## config.mk

```make
export PLATFORM = sky130hd
export DESIGN_NAME = hazard_stall_unit_flat
export DESIGN_NICKNAME = d
export VERILOG_FILES = /design/src/rtl/hazard_stall_unit_if.sv /design/src/rtl/hazard_stall_unit.sv /design/src/flat_wrapper.sv
export SDC_FILE = /design/constraint.sdc
export NUM_CORES = 1
export LEC_CHECK = 0
export ABC_CLOCK_PERIOD_IN_PS = 3400
export CORE_MARGIN = 5
export CORE_UTILIZATION = 48
export DETAILED_ROUTE_END_ITERATION = 7
export GPL_TIMING_DRIVEN = 0
export PLACE_DENSITY_LB_ADDON = 0.1
export SLEW_MARGIN = 20
export SYNTH_ARGS = -nofsm -noshare
export SYNTH_HDL_FRONTEND = slang
export SYNTH_SLANG_ARGS = --single-unit
```

## constraint.sdc

```tcl
create_clock -name clk -period 3.4 [get_ports clk]
set_input_delay 0.68 -clock clk [delete_from_list [all_inputs] [get_ports clk]]
set_output_delay 0.68 -clock clk [all_outputs]
set_load 0.01 [all_outputs]
```

## src/rtl/hazard_stall_unit_if.sv

```systemverilog
// Pipeline-side view of the ID-stage hazard controller: ID/EX hazard inputs
// going in, stall/flush controls and status coming back.
interface hazard_stall_unit_if #(
    parameter int CNT_W = 16
);
    logic             ID_Valid;
    logic [4:0]       ID_Rs;
    logic [4:0]       ID_Rt;
    logic             ID_UsesRt;
    logic             ID_IsMulDiv;
    logic             ID_ReadsHiLo;
    logic             EX_MemRead;
    logic [4:0]       EX_WR_out;
    logic             EX_BranchTaken;

    logic             PCWrite;
    logic             IFID_Write;
    logic             IDEX_Bubble;
    logic             IFID_Flush;
    logic             MD_Start;
    logic             md_busy;
    logic [CNT_W-1:0] stall_cnt;

    // pipeline side: presents the hazard inputs, consumes the controls
    modport master (
        output ID_Valid, ID_Rs, ID_Rt, ID_UsesRt, ID_IsMulDiv, ID_ReadsHiLo,
               EX_MemRead, EX_WR_out, EX_BranchTaken,
        input  PCWrite, IFID_Write, IDEX_Bubble, IFID_Flush, MD_Start,
               md_busy, stall_cnt
    );

    // hazard unit side
    modport slave (
        input  ID_Valid, ID_Rs, ID_Rt, ID_UsesRt, ID_IsMulDiv, ID_ReadsHiLo,
               EX_MemRead, EX_WR_out, EX_BranchTaken,
        output PCWrite, IFID_Write, IDEX_Bubble, IFID_Flush, MD_Start,
               md_busy, stall_cnt
    );
endinterface

```

## src/rtl/hazard_stall_unit.sv

```systemverilog
// ID-stage stall/flush controller: load-use and MUL/DIV occupancy stalls,
// taken-branch flush, MUL/DIV start pulse and a saturating stall counter.
//
// state | meaning
// RUN   | MUL/DIV unit idle, a muldiv in ID may issue
// BUSY  | MUL/DIV unit occupied, md_cnt_q counts remaining busy cycles
module hazard_stall_unit #(
    parameter int MD_LAT = 4,
    parameter int CNT_W  = 16
) (
    input  logic               clk,
    input  logic               rst,
    hazard_stall_unit_if.slave hz
);
    typedef enum logic {RUN = 1'b0, BUSY = 1'b1} state_t;

    // busy cycles remaining after the start cycle
    localparam logic [3:0] MD_RELOAD = 4'(MD_LAT - 1);

    state_t           state_q, state_d;
    logic [3:0]       md_cnt_q, md_cnt_d;
    logic [CNT_W-1:0] stall_cnt_q, stall_cnt_d;

    logic md_busy;
    logic lu, md, stall;
    logic pc_write, ifid_write, idex_bubble, ifid_flush, md_start;

    assign md_busy = (state_q == BUSY);

    // hazard detection terms
    always_comb begin
        lu = hz.ID_Valid & hz.EX_MemRead & (hz.EX_WR_out != 5'd0) &
             ((hz.EX_WR_out == hz.ID_Rs) |
              (hz.ID_UsesRt & (hz.EX_WR_out == hz.ID_Rt)));
        md    = hz.ID_Valid & md_busy & (hz.ID_IsMulDiv | hz.ID_ReadsHiLo);
        stall = (lu | md) & ~hz.EX_BranchTaken;
    end

    // occupancy state register; reset abandons any in-flight operation
    always_ff @(posedge clk or posedge rst) begin
        if (rst) begin
            state_q  <= RUN;
            md_cnt_q <= 4'd0;
        end else begin
            state_q  <= state_d;
            md_cnt_q <= md_cnt_d;
        end
    end

    // next-state: load on start, count down, leave BUSY at terminal count
    always_comb begin
        state_d  = state_q;
        md_cnt_d = md_cnt_q;
        case (state_q)
            RUN: begin
                if (md_start) begin
                    state_d  = BUSY;
                    md_cnt_d = MD_RELOAD;
                end
            end
            BUSY: begin
                if (md_cnt_q == 4'd1) begin
                    state_d  = RUN;
                    md_cnt_d = 4'd0;
                end else begin
                    md_cnt_d = md_cnt_q - 4'd1;
                end
            end
            default: begin
                state_d  = RUN;
                md_cnt_d = 4'd0;
            end
        endcase
    end

    // pipeline controls: flush beats stall beats run; reset holds the pipe frozen
    always_comb begin
        pc_write    = 1'b1;
        ifid_write  = 1'b1;
        idex_bubble = 1'b0;
        ifid_flush  = 1'b0;
        md_start    = 1'b0;
        if (rst) begin
            pc_write    = 1'b0;
            ifid_write  = 1'b0;
            idex_bubble = 1'b1;
        end else if (hz.EX_BranchTaken) begin
            idex_bubble = 1'b1;
            ifid_flush  = 1'b1;
        end else if (stall) begin
            pc_write    = 1'b0;
            ifid_write  = 1'b0;
            idex_bubble = 1'b1;
        end else begin
            md_start = hz.ID_Valid & hz.ID_IsMulDiv;
        end
    end

    // saturating stall counter next value; flush cycles never count
    always_comb begin
        stall_cnt_d = stall_cnt_q;
        if (stall && (stall_cnt_q != {CNT_W{1'b1}}))
            stall_cnt_d = stall_cnt_q + 1'b1;
    end

    // stall counter register, cleared only by reset
    always_ff @(posedge clk or posedge rst) begin
        if (rst)
            stall_cnt_q <= '0;
        else
            stall_cnt_q <= stall_cnt_d;
    end

    assign hz.PCWrite     = pc_write;
    assign hz.IFID_Write  = ifid_write;
    assign hz.IDEX_Bubble = idex_bubble;
    assign hz.IFID_Flush  = ifid_flush;
    assign hz.MD_Start    = md_start;
    assign hz.md_busy     = md_busy;
    assign hz.stall_cnt   = stall_cnt_q;
endmodule

```

## src/flat_wrapper.sv

```systemverilog
// flat-port wrapper written by rule: the top's interface ports become plain ports
module hazard_stall_unit_flat 
#(
    parameter int MD_LAT = 4,
    parameter int CNT_W  = 16
)
  (clk, rst, hz_ID_Valid, hz_ID_Rs, hz_ID_Rt, hz_ID_UsesRt, hz_ID_IsMulDiv, hz_ID_ReadsHiLo, hz_EX_MemRead, hz_EX_WR_out, hz_EX_BranchTaken, hz_PCWrite, hz_IFID_Write, hz_IDEX_Bubble, hz_IFID_Flush, hz_MD_Start, hz_md_busy, hz_stall_cnt);
  hazard_stall_unit_if #(.CNT_W(CNT_W)) hz_i ();
  input  logic clk;
  input  logic rst;
  input wire logic [$bits(hz_i.ID_Valid)-1:0] hz_ID_Valid;
  input wire logic [$bits(hz_i.ID_Rs)-1:0] hz_ID_Rs;
  input wire logic [$bits(hz_i.ID_Rt)-1:0] hz_ID_Rt;
  input wire logic [$bits(hz_i.ID_UsesRt)-1:0] hz_ID_UsesRt;
  input wire logic [$bits(hz_i.ID_IsMulDiv)-1:0] hz_ID_IsMulDiv;
  input wire logic [$bits(hz_i.ID_ReadsHiLo)-1:0] hz_ID_ReadsHiLo;
  input wire logic [$bits(hz_i.EX_MemRead)-1:0] hz_EX_MemRead;
  input wire logic [$bits(hz_i.EX_WR_out)-1:0] hz_EX_WR_out;
  input wire logic [$bits(hz_i.EX_BranchTaken)-1:0] hz_EX_BranchTaken;
  output wire logic [$bits(hz_i.PCWrite)-1:0] hz_PCWrite;
  output wire logic [$bits(hz_i.IFID_Write)-1:0] hz_IFID_Write;
  output wire logic [$bits(hz_i.IDEX_Bubble)-1:0] hz_IDEX_Bubble;
  output wire logic [$bits(hz_i.IFID_Flush)-1:0] hz_IFID_Flush;
  output wire logic [$bits(hz_i.MD_Start)-1:0] hz_MD_Start;
  output wire logic [$bits(hz_i.md_busy)-1:0] hz_md_busy;
  output wire logic [$bits(hz_i.stall_cnt)-1:0] hz_stall_cnt;
  assign hz_i.ID_Valid = hz_ID_Valid;
  assign hz_i.ID_Rs = hz_ID_Rs;
  assign hz_i.ID_Rt = hz_ID_Rt;
  assign hz_i.ID_UsesRt = hz_ID_UsesRt;
  assign hz_i.ID_IsMulDiv = hz_ID_IsMulDiv;
  assign hz_i.ID_ReadsHiLo = hz_ID_ReadsHiLo;
  assign hz_i.EX_MemRead = hz_EX_MemRead;
  assign hz_i.EX_WR_out = hz_EX_WR_out;
  assign hz_i.EX_BranchTaken = hz_EX_BranchTaken;
  assign hz_PCWrite = hz_i.PCWrite;
  assign hz_IFID_Write = hz_i.IFID_Write;
  assign hz_IDEX_Bubble = hz_i.IDEX_Bubble;
  assign hz_IFID_Flush = hz_i.IFID_Flush;
  assign hz_MD_Start = hz_i.MD_Start;
  assign hz_md_busy = hz_i.md_busy;
  assign hz_stall_cnt = hz_i.stall_cnt;
  hazard_stall_unit #(.MD_LAT(MD_LAT), .CNT_W(CNT_W)) u_core (.clk(clk), .rst(rst), .hz(hz_i));
endmodule
```

==> qor.csv, run 1 <==
stage,metric,value,unit
routing,total number of vias,1146,
critical_path,Crit Path Class,primary input to output pin,
placed_design,Post-DP HPWL,2.33,mm
timing,unrepaired setup endpoints after global routing,false,
floorplan,Starting Density,50.7,%
clock_network,# clock sinks,21,
clock_network,Worst-path clk slew,0.11,ns
run_status,status,"complete, no violations",
finish,"commonest non-fill, non-tap cells in the layout","40 x clkdlybuf4s50_1, 21 x dfrtp_1, 14 x xnor2_1",
logic_synthesis,Syn Area/Cell,9.74,sq um
global_routing,GRT Resource Usage Total,17.7,%
placed_design,Area after DPL,1740,sq um
power_and_ir_drop,total power,789,uW
timing,Final min period,3.32,ns
finish,"commonest non-fill, non-tap cell in the layout",clkdlybuf4s50_1,
clock_network,Root Buffer,clkbuf_4,
timing,worst slew pin tran,0.802,ns
timing,Post-Route Skew,0.00715,ns
critical_path,worst reg2reg path startpoint,u_core.hz.stall_cnt[0]$_DFFE_PP0P_,
critical_path,critical path's slowest cell,clkdlybuf4s50_1,
finish,layout cells sized above 1,9.89,%
finish,synth-to-layout area growth,43.3,%
timing,crit share post-route,97.6,%
timing,Max Clk Rate,0.301,GHz
floorplan,Die H,61.4,um
flow_run,Max-Cap Viols,0,
global_routing,Overflow after GRT,0,
critical_path,worst path arrival time,2.64,ns
routing,Vias/cell,5.41,
placed_design,IO Port Bufs,44,
clock_network,Hold Buf Count CTS,0,
finish,fin nets,209,
clock_network,Skew-Pair Late Insertion Delay,0.32,ns
global_routing,antenna violations before repair,0,
worst_hold_path,hold crit path type,flip-flop to flip-flop,
critical_path,critical path data required time,2.72,ns
global_routing,maximum number of pins on one net before global-route repair,23,
timing,hold slack final,0.510,ns
critical_path,critical path startpoint category,primary input,
placed_design,Place WS,-0.466,ns
routing,Detail Route Antenna Nets,0,
routing,DRC Markers,0,
timing,Worst slew margin,46.4,%
routing,DR pass1 iterations,6,
worst_hold_path,hold path depth,1,
logic_synthesis,Synth cell types,35,
finish,diode count,0,
clock_network,Longest Clk Path Bufs,2,
critical_path,r2r worst-path depth,5,
power_and_ir_drop,P_leak,0.000783,uW
critical_path,worst setup path startpoint,hz_EX_WR_out[1],
global_routing,first-pass GRT wire length,4.85,mm
routing,drt total wl,2.98,mm
critical_path,Crit Path Max Fanout,3,
floorplan,Die X,61.4,um
floorplan,cell row count,18,
floorplan,Core Area,2500,sq um
critical_path,crit-path cells,"clkdlybuf4s50_1, or3_1, o311a_4, a31oi_4, buf_6, and2_1, buf_4, clkdlybuf4s15_1",
placed_design,gp weighted congestion,0.826,
routing,DRT iter0 DRCs,18,
critical_path,Worst setup EP type,output pin,
finish,design area,1810,sq um
critical_path,max incr delay on CP,0.46,ns
clock_network,TritonCTS buffer count,3,
timing,final slew viol count,0,
logic_synthesis,"Seq/Total Area, Yosys",41.5,%
power_and_ir_drop,VDD IR max,341,uV
worst_hold_path,HP Start,u_core.hz.stall_cnt[4]$_DFFE_PP0P_,
logic_synthesis,Post-synth ARST share,100,%
clock_network,CTS tree,done,
timing,Setup-failing EPs final,0,
logic_synthesis,Gate Count Post-Synth,130,
logic_synthesis,"EDFF count, synth",0,
power_and_ir_drop,Power Density,435,nW/um^2
global_routing,vias in the first global route,1142,
logic_synthesis,ys flop type,dfrtp_1,
timing,Hold Fails Final Rpt,0,
floorplan,die area,3770,sq um
timing,Final WS setup,0.0818,ns
logic_synthesis,yosys warns,0,
routing,Wirelength per Cell,14.0,um
floorplan,num ports,45,
logic_synthesis,synthesized net count,156,
logic_synthesis,synthesized area,1270,sq um
logic_synthesis,Yosys reg bits,21,
clock_network,H-tree levels,1,
## cells in the mapped netlist (all sizes together), types with 2 or more instances
cell	number	area share (%)
ha	3	3.0
and2	2	0.99
nand2	12	3.6
o211ai	2	1.2
nor4	4	2.5
nor3	8	3.2
a31oi	2	2.2
xnor2	14	9.7
dfrtp	21	42
nor2	7	2.1
o21ai	3	1.2
mux2	2	1.8
nand2b	3	1.5
nand4	3	2.0
xor2	10	6.9
or3	2	0.99
inv	9	2.7
buf	2	1.2
nand3	8	3.2
## layout make-up
type / instances / area [sq um]
sequential: 21 / 526
inverter: 9 / 33.8
clock buffer: 4 / 26.3
buffer: 3 / 22.5
fill: 208 / 686
tap: 30 / 37.5
timing repair buffer: 48 / 467
multi-input combinational: 97 / 702
## repair_timing
action                                  CTS  global route
pin swaps                                 3             0
buffers inserted                          4             0
endpoints found under the setup margin    4             1
gates resized for setup                   7             1
## per-layer routing
layer | share of wire [%] | vias up | wire (um) | GRT usage (%)
li1 | - | 552 | - | -
met3 | 6.7 | 5 | 200 | 4.61
met1 | 41 | 553 | 1220 | 20.5
met5 | 0 | - | 0 | 0
met4 | 1.9 | 0 | 58 | 8.79
met2 | 50 | 36 | 1490 | 30.2
## power by group
| part | leakage (uW) | switching (uW) | internal (uW) |
|---|---|---|---|
| sequential | 0.000268 | 54.1 | 301 |
| clock | 0.0000150 | 76.7 | 46.0 |
| combinational | 0.000499 | 144 | 168 |
## state kept, by name, indices dropped and copies added, names as in the netlist
signal               flops
u_core.hz.md_busy        1
u_core.md_cnt_q          4
u_core.hz.stall_cnt     16
## cells by family after synthesis
kind of cell / after synthesis / share of synthesized area (%)
compound gates: 13 / 9.59
xor+xnor: 24 / 16.6
fa+ha+maj: 3 / 2.96
buf+inv: 12 / 4.15
flops: 21 / 41.5
mux: 2 / 1.78
simple gates: 55 / 23.4
## worst max-delay path: cells and delay by family
kind | cells | cell delay [ns]
AO/OA/AOI/OAI | 2 | 0.51
AND/OR/NAND/NOR | 2 | 0.54
buffers and inverters | 4 | 0.90
## stage by stage
step | utilization (%) | instances | TNS (ns)
after detailed placement | 69.8 | 204 | -1.21
after global routing | 72.6 | 212 | 0
after global placement | 69.8 | 204 | -1.14
final | 72.6 | 212 | 0
after CTS | 72.5 | 212 | 0
after floorplan | - | 130 | 0
## final timing paths
kind | slack (ns) | to
worst max register to register | 1.33 | u_core.hz.stall_cnt[1]$_DFFE_PP0P_
worst max-delay path | 0.08 | hz_PCWrite
worst min register to register | 0.51 | u_core.hz.stall_cnt[4]$_DFFE_PP0P_
max in group asynchronous | 1.97 | u_core.hz.stall_cnt[14]$_DFFE_PP0P_
min in group asynchronous | 0.94 | u_core.hz.stall_cnt[8]$_DFFE_PP0P_
worst min-delay path | 0.51 | u_core.hz.stall_cnt[4]$_DFFE_PP0P_
Power figures use the tool's default switching activity.
==> run 2: changes to the inputs <==
--- a/config.mk
+++ b/config.mk
@@ -10,7 +10,8 @@
 export CORE_UTILIZATION = 48
 export DETAILED_ROUTE_END_ITERATION = 7
 export GPL_TIMING_DRIVEN = 0
-export PLACE_DENSITY_LB_ADDON = 0.1
+export PLACE_DENSITY = 0.89
+export SKIP_CTS_REPAIR_TIMING = 1
 export SLEW_MARGIN = 20
 export SYNTH_ARGS = -nofsm -noshare
 export SYNTH_HDL_FRONTEND = slang
==> constraint.sdc (replaced) <==
create_clock -name clk -period 3.4 [get_ports clk]
set_input_delay 0.68 -clock clk [delete_from_list [all_inputs] [get_ports clk]]
set_output_delay 0.68 -clock clk [all_outputs]
set_load 0.02 [all_outputs]
==> run 2 against run 1 <==
Compared with the run above:
- the run now ends with negative setup slack left
- cell count is 0.94% higher
- power up 4.7%
- register-to-register slack improved by 0.04 ns
- combinational power is 12% higher
- sequential share of layout area decreased by 0.060 points
- count of clock-buffer cells in the layout did not move
- critical path depth unchanged
- clock skew increased by 0.0013 ns
- critical path type unchanged
- largest cell class unchanged
- largest power group unchanged
==> qor.csv, run 2 (same netlist as run 1, synthesis figures left out) <==
stage,metric,value,unit,change
worst_hold_path,hold crit path type,flip-flop to flip-flop,,
power_and_ir_drop,VDD IR max,412,uV,+21%
critical_path,Crit Path Max Fanout,8,,+5
routing,Detail Route Antenna Nets,0,,unchanged
global_routing,Overflow after GRT,0,,unchanged
run_status,status,finished with violations,,
floorplan,Core Area,2500,sq um,unchanged
timing,Worst slew margin,46.9,%,+0.45 points
critical_path,worst r2r dst,u_core.hz.stall_cnt[1]$_DFFE_PP0P_,,
floorplan,die area,3770,sq um,unchanged
finish,diode count,0,,unchanged
finish,"commonest non-fill, non-tap cell in the layout",clkdlybuf4s50_1,,
global_routing,GRT Resource Usage Total,18.6,%,+0.94 points
floorplan,num ports,45,,unchanged
clock_network,Skew-Pair Late Insertion Delay,0.31,ns,about the same
floorplan,Die X,61.4,um,unchanged
power_and_ir_drop,P_leak,0.000795,uW,+1.6%
critical_path,critical path data required time,2.72,ns,about the same
routing,Wirelength per Cell,15.5,um,+11%
clock_network,Worst-path clk slew,0.12,ns,about the same
routing,Vias/cell,5.48,,+1.4%
critical_path,Worst setup EP type,output pin,,
critical_path,critical path startpoint category,primary input,,
critical_path,Reg2Reg Setup Slack,1.37,ns,+0.04 ns
clock_network,Root Buffer,clkbuf_4,,
placed_design,IO Port Bufs,44,,unchanged
worst_hold_path,HP Start,u_core.hz.stall_cnt[15]$_DFFE_PP0P_,,
timing,crit share post-route,101,%,+3.2 points
global_routing,vias in the first global route,1197,,+4.8%
timing,unrepaired setup endpoints after global routing,true,,
timing,Hold Fails Final Rpt,0,,unchanged
critical_path,worst path arrival time,2.75,ns,+0.11 ns
flow_run,Max-Cap Viols,0,,unchanged
critical_path,worst reg2reg path startpoint,u_core.hz.stall_cnt[9]$_DFFE_PP0P_,,
worst_hold_path,hold path depth,1,,unchanged
routing,total number of vias,1173,,+2.4%
timing,Setup-failing EPs final,1,,+1
clock_network,Longest Clk Path Bufs,2,,unchanged
timing,Final WS setup,-0.0262,ns,-0.108 ns
clock_network,H-tree levels,1,,unchanged
worst_hold_path,Hold Crit Endpoint,u_core.hz.stall_cnt[15]$_DFFE_PP0P_,,
run_status,failing checks,negative setup slack,,
finish,fin nets,211,,+0.96%
routing,DRC Markers,0,,unchanged
clock_network,TritonCTS buffer count,3,,unchanged
floorplan,Starting Density,50.7,%,unchanged
clock_network,CTS tree,done,,
timing,final slew viol count,0,,unchanged
floorplan,cell row count,18,,unchanged
timing,worst slew pin tran,0.796,ns,-0.00668 ns
routing,drt total wl,3.33,mm,+12%
critical_path,r2r worst-path depth,5,,unchanged
critical_path,Crit Path Class,primary input to output pin,,
finish,layout cells sized above 1,12.5,%,+2.6 points
timing,Max Clk Rate,0.292,GHz,-3.2%
finish,synth-to-layout area growth,43.6,%,
routing,DRT iter0 DRCs,28,,+10
finish,final core utilization,72.7,%,+0.15 points
global_routing,first-pass GRT wire length,5.22,mm,+7.7%
global_routing,maximum number of pins on one net before global-route repair,23,,unchanged
clock_network,# clock sinks,21,,unchanged
placed_design,gp weighted congestion,0.802,,-2.9%
floorplan,Die H,61.4,um,unchanged
timing,Final min period,3.43,ns,+0.108 ns
global_routing,antenna violations before repair,0,,unchanged
finish,"commonest non-fill, non-tap cells in the layout","40 x clkdlybuf4s50_1, 21 x dfrtp_1, 14 x xnor2_1",,
timing,Fin Setup TNS,-0.0262,ns,-0.0262 ns
finish,number of flip-flops in the largest register,16,,unchanged
timing,Post-Route Skew,0.00849,ns,+0.00135 ns
routing,DR pass1 iterations,4,,-2
power_and_ir_drop,Power Density,455,nW/um^2,+4.5%
placed_design,Post-DP HPWL,2.50,mm,+7.5%
[run 2: cell count changes in the layout (fill, tap and decap cells not counted), sizes merged]
cell,delta
buf,+4
clkbuf,+1
clkdlybuf4s15,-1
dlygate4sd2,-3
dlymetal6s2s,+1
[run 2: how the worst max path moves through the flow]
stage	start	to	slack (ns)	cells past startpoint
after CTS	hz_EX_WR_out[1]	hz_PCWrite	-0.63	8
after detailed placement	hz_EX_WR_out[1]	hz_PCWrite	-0.59	8
after floorplan	hz_EX_WR_out[1]	hz_PCWrite	0.48	6
after global placement	hz_EX_WR_out[1]	hz_PCWrite	-0.57	8
after global routing	hz_EX_WR_out[1]	hz_PCWrite	-0.09	8
final	hz_EX_WR_out[1]	hz_PCWrite	-0.03	8
[run 2: worst max-delay path, cell delays in order]
cell and delay (ns):
clkdlybuf4s50_1 0.48, or3_1 0.42, o311a_4 0.34, a31oi_4 0.23, buf_6 0.17, and2_1 0.18
buf_4 0.12, buf_4 0.12
[run 2: cell type report]
class                      count  area [sq um]
timing repair buffer          50           478
clock buffer                   4          26.3
buffer                         3          22.5
multi-input combinational     97           694
sequential                    21           526
inverter                       9          33.8
fill                         179           682
tap                           30          37.5
[run 2: where the power goes]
group / leakage, uW / total, uW / internal [uW] / switching, uW
clock: 0.0000150 / 125 / 45.8 / 78.8
sequential: 0.000268 / 354 / 301 / 53.1
combinational: 0.000512 / 348 / 173 / 175
total: 0.000795 / 827 / 519 / 307
[run 2: per-layer routing]
layer	GRT usage [%]	share of wire [%]
met5	0	0
met4	5.15	2.0
met3	5.24	4.6
met2	35.2	55
met1	20.2	38
[run 2: per-stage QoR]
stage	setup slack, ns	cell area [sq um]	power [uW]	hold WS [ns]	instances
5_1_grt	-0.0916	1820	887	0.534	214
4_1_cts	-0.632	1770	819	0.521	208
3_3_place_gp	-0.567	1740	675	0.488	204
2_1_floorplan	0.481	1270	547	0.512	130
6_report	-0.0262	1820	827	0.518	214
3_5_place_dp	-0.591	1740	694	0.497	204
